$ cat src/rtl/ext_pipe.sv
// Pipelined immediate extender: computes the extended operand, then buffers it in
// an output register backed by a single skid entry under valid/ready flow control.
module ext_pipe #(
    parameter int IMM_W  = 16,
    parameter int DATA_W = 32,
    parameter int SHIFT  = 2
) (
    input  logic              clk,
    input  logic              reset,
    input  logic              flush,
    input  logic              in_valid,
    output logic              in_ready,
    input  logic [IMM_W-1:0]  imm,
    input  logic [2:0]        EOp,
    output logic              out_valid,
    input  logic              out_ready,
    output logic [DATA_W-1:0] ext,
    output logic              bad_op
);

    if (DATA_W < IMM_W + SHIFT) begin : g_bad_params
        $error("ext_pipe: DATA_W must be >= IMM_W + SHIFT");
    end

    typedef enum logic [1:0] {
        EMPTY,
        ONE,
        TWO
    } state_t;

    state_t            state, state_n;
    logic [DATA_W-1:0] or_q, sk_q;
    logic [DATA_W-1:0] zx, sx, ext_new;
    logic              in_ready_q, bad_q;
    logic              accept, deliver, reserved;
    logic              load_or, load_sk, move_sk, bad_set;

    always_comb begin
        zx       = DATA_W'(imm);
        sx       = zx | ({DATA_W{imm[IMM_W-1]}} << IMM_W);
        reserved = EOp[2] & EOp[1];
        case (EOp)
            3'b000:  ext_new = sx;
            3'b001:  ext_new = zx;
            3'b010:  ext_new = zx << (DATA_W - IMM_W);
            3'b011:  ext_new = sx << SHIFT;
            3'b100:  ext_new = zx << SHIFT;
            3'b101:  ext_new = zx | ({DATA_W{1'b1}} << IMM_W);
            default: ext_new = '0;
        endcase
    end

    assign accept    = in_valid & in_ready_q;
    assign deliver   = (state != EMPTY) & out_ready;
    assign out_valid = (state != EMPTY);
    assign in_ready  = in_ready_q;
    assign ext       = or_q;
    assign bad_op    = bad_q;

    always_comb begin
        state_n = state;
        load_or = 1'b0;
        load_sk = 1'b0;
        move_sk = 1'b0;
        case (state)
            EMPTY: begin
                if (accept) begin
                    state_n = ONE;
                    load_or = 1'b1;
                end
            end
            ONE: begin
                if (accept && !deliver) begin
                    state_n = TWO;
                    load_sk = 1'b1;
                end else if (accept && deliver) begin
                    load_or = 1'b1;
                end else if (deliver) begin
                    state_n = EMPTY;
                end
            end
            TWO: begin
                if (deliver) begin
                    state_n = ONE;
                    move_sk = 1'b1;
                end
            end
            default: state_n = EMPTY;
        endcase
        // Flush drops both buffered entries and any operand offered this cycle.
        if (flush) begin
            state_n = EMPTY;
            load_or = 1'b0;
            load_sk = 1'b0;
            move_sk = 1'b0;
        end
        bad_set = accept & reserved & ~flush;
    end

    always_ff @(posedge clk) begin
        if (reset) begin
            state      <= EMPTY;
            in_ready_q <= 1'b1;
            or_q       <= '0;
            sk_q       <= '0;
            bad_q      <= 1'b0;
        end else begin
            state      <= state_n;
            in_ready_q <= (state_n != TWO);
            if (load_or)
                or_q <= ext_new;
            else if (move_sk)
                or_q <= sk_q;
            if (load_sk)
                sk_q <= ext_new;
            if (bad_set)
                bad_q <= 1'b1;
        end
    end

endmodule

$ cat config.mk
export PLATFORM = sky130hd
export DESIGN_NAME = ext_pipe
export DESIGN_NICKNAME = d
export VERILOG_FILES = /design/src/rtl/ext_pipe.sv
export SDC_FILE = /design/constraint.sdc
export NUM_CORES = 1
export LEC_CHECK = 0
export CAP_MARGIN = 30
export CORE_UTILIZATION = 45
export CTS_CLUSTER_DIAMETER = 50
export DETAILED_ROUTE_END_ITERATION = 10
export GPL_TIMING_DRIVEN = 0
export PLACE_DENSITY = 0.7
export SYNTH_ARGS = -nofsm -noshare
export SYNTH_HDL_FRONTEND = slang
export SYNTH_SLANG_ARGS = --single-unit
$ cat constraint.sdc
create_clock -name clk -period 3.79 [get_ports clk]
set_clock_uncertainty 0.2 [all_clocks]
set_input_delay 0.379 -clock clk [delete_from_list [all_inputs] [get_ports clk]]
set_output_delay 0.379 -clock clk [all_outputs]
set_load 0.005 [all_outputs]
Word level (Yosys, flattened, before mapping):

Cells that the tools add are included.

* bits in registers: 68
* input bits: 24
* logic and storage cells: 48

* equal/unequal tests: 8
* muxes and demuxes: 21
* bitwise operators: 7
* reduce and logical (&&, ||, !) cells: 7

Operators by type and width (number)
* $pmux 32 s6: 1
* $mux 32: 2
* $or 16x32->32: 1
* $mux 2: 6
* $mux 1: 10
* $eq 3x2->1 const B: 2
* $eq 3x3->1 const B: 2
* $pmux 2 s3: 1
* $and 1x1->1: 5
* $reduce_bool 2->1: 2
* $eq 3x1->1 const B: 1
* $logic_not 3->1: 1
* $eq 2x1->1 const B: 1
* $eq 2x2->1 const B: 1
* $logic_and 1x1->1: 2
* $logic_not 2->1: 1
* $ne 2x2->1 const B: 1
* $pmux 1 s2: 1
* $logic_not 1->1: 1
* $not 1->1: 1

Longest topological paths before layout:

Gate-level depths: netlist of the first run.

* word-level depth: 8
* depth in mapped cells: 6
* mapped depth without buffers: 4

Worst setup path before layout of the first run:

No wires, ideal clock.

* path kind: flip-flop to flip-flop
* start: reg state[1]
* end: reg or_q[16] (netlist: ext[16])
* arrival time: 1.332 ns
* required time: 3.461 ns
* setup slack: 2.129 ns
* stages on the path, launching flop included: 6
* clock period less this slack: 1.661 ns
* cells stage by stage: dfxtp_1 -> nor4bb_1 -> buf_4 -> clkbuf_4 -> mux2i_1 -> o22ai_1

* cells in the longest elaborated chain, start to end: 8
* elaborated cells between the ends (all ways): 17

RTL lines
* from (decl): RTL line 31 `state_t state, state_n;`
* from (signal assigned): RTL line 108 `state <= state_n;`
* $reduce_bool 2->1: RTL line 54 `assign deliver = (state != EMPTY) & out_ready;`
* $and 1x1->1: RTL line 54
* $logic_and 1x1->1 or $logic_not 1->1 (tied branches): RTL line 76, 73
* $mux 1 or $logic_and 1x1->1 (tied branches): RTL line 76, 73
* $mux 1: RTL line 73 `if (accept && !deliver) begin`
* $pmux 1 s2: RTL line 65 `case (state)`
* $mux 1: RTL line 91 `if (flush) begin`
* $mux 32 or $reduce_bool 2->1 (tied branches)
* to (signal assigned): RTL line 111 `or_q <= ext_new;`
* to (signal assigned): RTL line 113 `or_q <= sk_q;`
* to (decl): RTL line 32 `logic [DATA_W-1:0] or_q, sk_q;`

Parallel ways exist; a longest one is shown, timed or not.
A chain may end at the register's enable or synchronous reset.

Worst setup path after layout of the first run:

* start: in EOp[2]
* end: reg or_q[16] (netlist: ext[16])

* cells in the longest elaborated chain, start to end: 3
* elaborated cells between the ends (all ways): 8

RTL lines
* from (decl): RTL line 14 `input logic [2:0] EOp,`
* $eq 3x3->1, or another cell as far along: RTL line 42 `case (EOp)`
* $pmux 32 s6 *: RTL line 42
* $mux 32 *: RTL line 110 `if (load_or)`

Every way passes the cells marked *; elsewhere a longest branch is shown, timed or not.

==> results.tsv, run 1 <==
stage	metric	value	unit
timing	setup_viol	0	
clocking	clock_insertion_delay_worst_skew	350	ps
clocking	cts_tree	built	
timing	period_needed	2160	ps
logic_synthesis	async_flop_share	0	
global_routing	antenna_found_initial	0	
timing	fin_crit_sh	0.571	
timing	worstMarginPinSlew	532	ps
timing	rsz0062_at_grt	no	
critical_path	r2r_start	state[1]$_SDFF_PP0_	
clocking	post_cts_buffers	0	
critical_path	cp-start-kind	input port	
global_routing	grt_overflow	0	
timing	slew_violations	0	
detailed_routing	totalWireLength	9100	µm
final_layout	final_common_cell	dfxtp_1	
critical_path	worstPathCellList	clkdlybuf4s50_1 > buf_2 > nor2_1 > clkbuf_1 > a311oi_1 > o22ai_1	
power	power.density	418	nW/µm²
final_layout	finalInstanceArea	4250	µm²
final_layout	insertedDiodeCount	0	
detailed_routing	vias	3116	
critical_path	path_max_fanout	10	
critical_path	criticalPathCategory	in -> reg	
clocking	cts_hold_buf	0	
critical_path	required	3820	ps
final_layout	fin_cells	539	
critical_path	r2r-end	ext[9]$_SDFFE_PP0P_	
timing	hold_viol	0	
logic_synthesis	ys_types	42	
critical_path	end_kind	flip-flop	
placed_design	placed_area	3980	µm²
timing	max_clock_freq	462	MHz
critical_path	arrival	2190	ps
run_status	outcome	finished, final reports clean	
logic_synthesis	synth_cells	369	
final_layout	most-common-layout-cells	68 x dfxtp_1, 62 x nor2_1, 58 x clkdlybuf4s50_1	
logic_synthesis	ys_ff_latch	68	
final_layout	synthToLayoutAreaGrowth	29.4	%
critical_path	rr_worst_depth	6	
critical_path	cpMaxStageDelayCell	a311oi_1	
critical_path	critPathCapture	ext[16]$_SDFFE_PP0P_	
timing	relSlewSlack	0.645	
floorplanning	start_util	0.475	
global_routing	grt_first_pass_wirelength	14700	µm
critical_path	cp.depth	6	
timing	holdWs	261	ps
floorplanning	ioPinCount	59	
flow_run	cap_violations	0	
detailed_routing	firstDrtPassIters	5	
placed_design	dp_hpwl	6490	µm
critical_path	crit_path_start	EOp[2]	
logic_synthesis	synthFlopType	dfxtp_1	
floorplanning	fp.dieArea	7640	µm²
clocking	clk_path_buf_depth	2	
placed_design	port_buffers	58	
timing	finalSetupTns	0	ps
clocking	cts_made_buffers	9	
final_layout	final_nets	462	
detailed_routing	postRouteAntennaNets	0	
detailed_routing	wire_per_inst	16.9	µm
power	vdd_drop_max	0.239	mV
power	p_leak	0.00142	µW
detailed_routing	first_iter_violations	242	
final_layout	n_fill_cell	645	
logic_synthesis	postSynthAreaPerCell	8.90	µm²
worst_hold_path	min_path_type	reg -> reg	
floorplanning	core	6910	µm²
floorplanning	num_rows	30	
detailed_routing	drc	0	
clocking	ctsResizeCount	0	
clocking	cts_num_sinks	68	
clocking	root_buffer	clkbuf_8	
clocking	cts_max_level	3	
clocking	clk_pin_slew_worst_paths	80	ps
floorplanning	die_w	87.4	µm
logic_synthesis	synth_nets	393	
critical_path	crit_family	buffers and inverters	
logic_synthesis	syn-cell-area	3280	µm²
global_routing	grt_max_degree	13	
logic_synthesis	seq_area_frac_synth	0.415	
critical_path	cp_num_buf_inv	3	
placed_design	gp_congestion	0.925	
global_routing	grt_pass1_vias	2931	
logic_synthesis	yosysWarnings	0	
logic_synthesis	synth_edf_count	0	
placed_design	placedCellCount	523	
critical_path	rrSetupSlack	1780	ps
detailed_routing	vias_per_cell	5.78	
critical_path	worst_path_largest_cell_delay	540	ps
final_layout	drive_above_1_share	0.111	
floorplanning	die_h	87.4	µm
global_routing	track_usage	0.251	
how the worst min path moves through the flow:
stage	end	startpoint	cells past startpoint
3_5_place_dp	sk_q[1]$_SDFFE_PP0P_	sk_q[1]$_SDFFE_PP0P_	2
6_report	sk_q[1]$_SDFFE_PP0P_	sk_q[1]$_SDFFE_PP0P_	2
4_1_cts	sk_q[1]$_SDFFE_PP0P_	sk_q[1]$_SDFFE_PP0P_	2
5_1_grt	sk_q[1]$_SDFFE_PP0P_	sk_q[1]$_SDFFE_PP0P_	2
3_3_place_gp	sk_q[0]$_SDFFE_PP0P_	sk_q[0]$_SDFFE_PP0P_	2
2_1_floorplan	sk_q[0]$_SDFFE_PP0P_	sk_q[0]$_SDFFE_PP0P_	2
worst register-to-register path: cells and delay by family (launching register included):
kind                   cells  cell delay, ps
buffers and inverters      2             550
AOI/OAI and AO/OA          1             100
DFF                        1             400
and+or+nand+nor            3             640
layout make-up:
| cell class | instances | area, µm² | area share |
|---|---|---|---|
| Inverter | 4 | 15.0 | 0.00353 |
| Sequential cell | 68 | 1360 | 0.320 |
| Buffer | 33 | 186 | 0.0439 |
| Multi-Input combinational cell | 264 | 1720 | 0.405 |
| Timing Repair Buffer | 58 | 581 | 0.137 |
| Clock buffer | 10 | 128 | 0.0300 |
| Tap cell | 96 | 120 | 0.0283 |
| Clock inverter | 6 | 136 | 0.0321 |
kinds of logic (layout without fill, tap and decap cells):
family	Yosys count	count (layout)	synth area share
compound gates	114	114	0.251
buf+inv	37	111	0.0614
flops	68	68	0.415
mux	36	36	0.111
simple gates	114	114	0.163
state kept, by name (all words and copies together) (netlist names):
| name | flops |
|---|---|
| ext | 32 |
| sk_q | 32 |
| state | 2 |
| bad_op | 1 |
| in_ready | 1 |
where the power goes:
group	internal (µW)	leakage (µW)	total, µW	switching [µW]
clock	505	0.000127	797	292
combinational	107	0.000742	233	126
sequential	735	0.000551	746	11.3
total	1350	0.00142	1780	430
layer usage:
metal | vias up | share of wire | wire length [µm] | track usage
li1 | 1509 | - | - | -
met1 | 1464 | 0.46 | 4180 | 0.332
met2 | 125 | 0.46 | 4170 | 0.405
met3 | 18 | 0.066 | 600 | 0.0569
met4 | 0 | 0.017 | 157 | 0.0835
met5 | - | 0 | 0 | 0
cells in the mapped netlist (2+ instances only):
master / count / area [µm²]
clkbuf_1: 8 / 30.0
buf_4: 2 / 15.0
o22ai_1: 30 / 188
nand2b_1: 7 / 43.8
a32o_1: 13 / 130
mux2i_1: 34 / 340
a22o_1: 2 / 17.5
mux2_1: 2 / 22.5
buf_2: 17 / 85.1
a211oi_1: 38 / 285
nor3_1: 4 / 20.0
nand3_1: 5 / 25.0
dfxtp_1: 68 / 1360
buf_6: 4 / 45.0
nor2b_1: 2 / 12.5
or2_2: 2 / 12.5
inv_1: 4 / 15.0
nand2_1: 22 / 82.6
a21oi_1: 21 / 105
nor2_1: 62 / 233
per-stage QoR:
stage           util  total power (µW)  worst slack, ps
6_report       0.615              1780             1630
5_1_grt        0.615              1840             1490
4_1_cts        0.615              1780             1650
3_5_place_dp   0.577               993             1290
3_3_place_gp   0.577               991             1290
2_1_floorplan      -               889             2130
Power figures use the tool's default switching activity.
==> inputs of run 2 (changes only) <==
==> constraint.sdc (replaced) <==
create_clock -name clk -period 2.26 [get_ports clk]
set_clock_uncertainty 0.2 [all_clocks]
set_input_delay 0.226 -clock clk [delete_from_list [all_inputs] [get_ports clk]]
set_output_delay 0.226 -clock clk [all_outputs]
set_load 0.005 [all_outputs]
==> results of run 2 <==
Same layout as run 1 (identical final DEF). Status: finished, final reports clean.
Among the figures that moved: setup slack after placement 1290 ps -> -82.7 ps; setup slack after layout 1630 ps -> 250 ps; register-to-register setup slack 1780 ps -> 250 ps; total power 1780 µW -> 2980 µW; worst IR drop on VDD 0.239 mV -> 0.401 mV
==> inputs of run 3 (changes only) <==
--- a/config.mk
+++ b/config.mk
@@ -8,6 +8,7 @@
 export CAP_MARGIN = 30
 export CORE_UTILIZATION = 45
 export CTS_CLUSTER_DIAMETER = 50
+export CTS_CLUSTER_SIZE = 25
 export DETAILED_ROUTE_END_ITERATION = 10
 export GPL_TIMING_DRIVEN = 0
 export PLACE_DENSITY = 0.7
==> results of run 3 <==
Same layout as run 1 (identical final DEF). Status: finished, final reports clean.
Among the figures that moved: setup slack after placement 1290 ps -> -82.7 ps; setup slack after layout 1630 ps -> 250 ps; register-to-register setup slack 1780 ps -> 250 ps; total power 1780 µW -> 2980 µW; worst IR drop on VDD 0.239 mV -> 0.401 mV
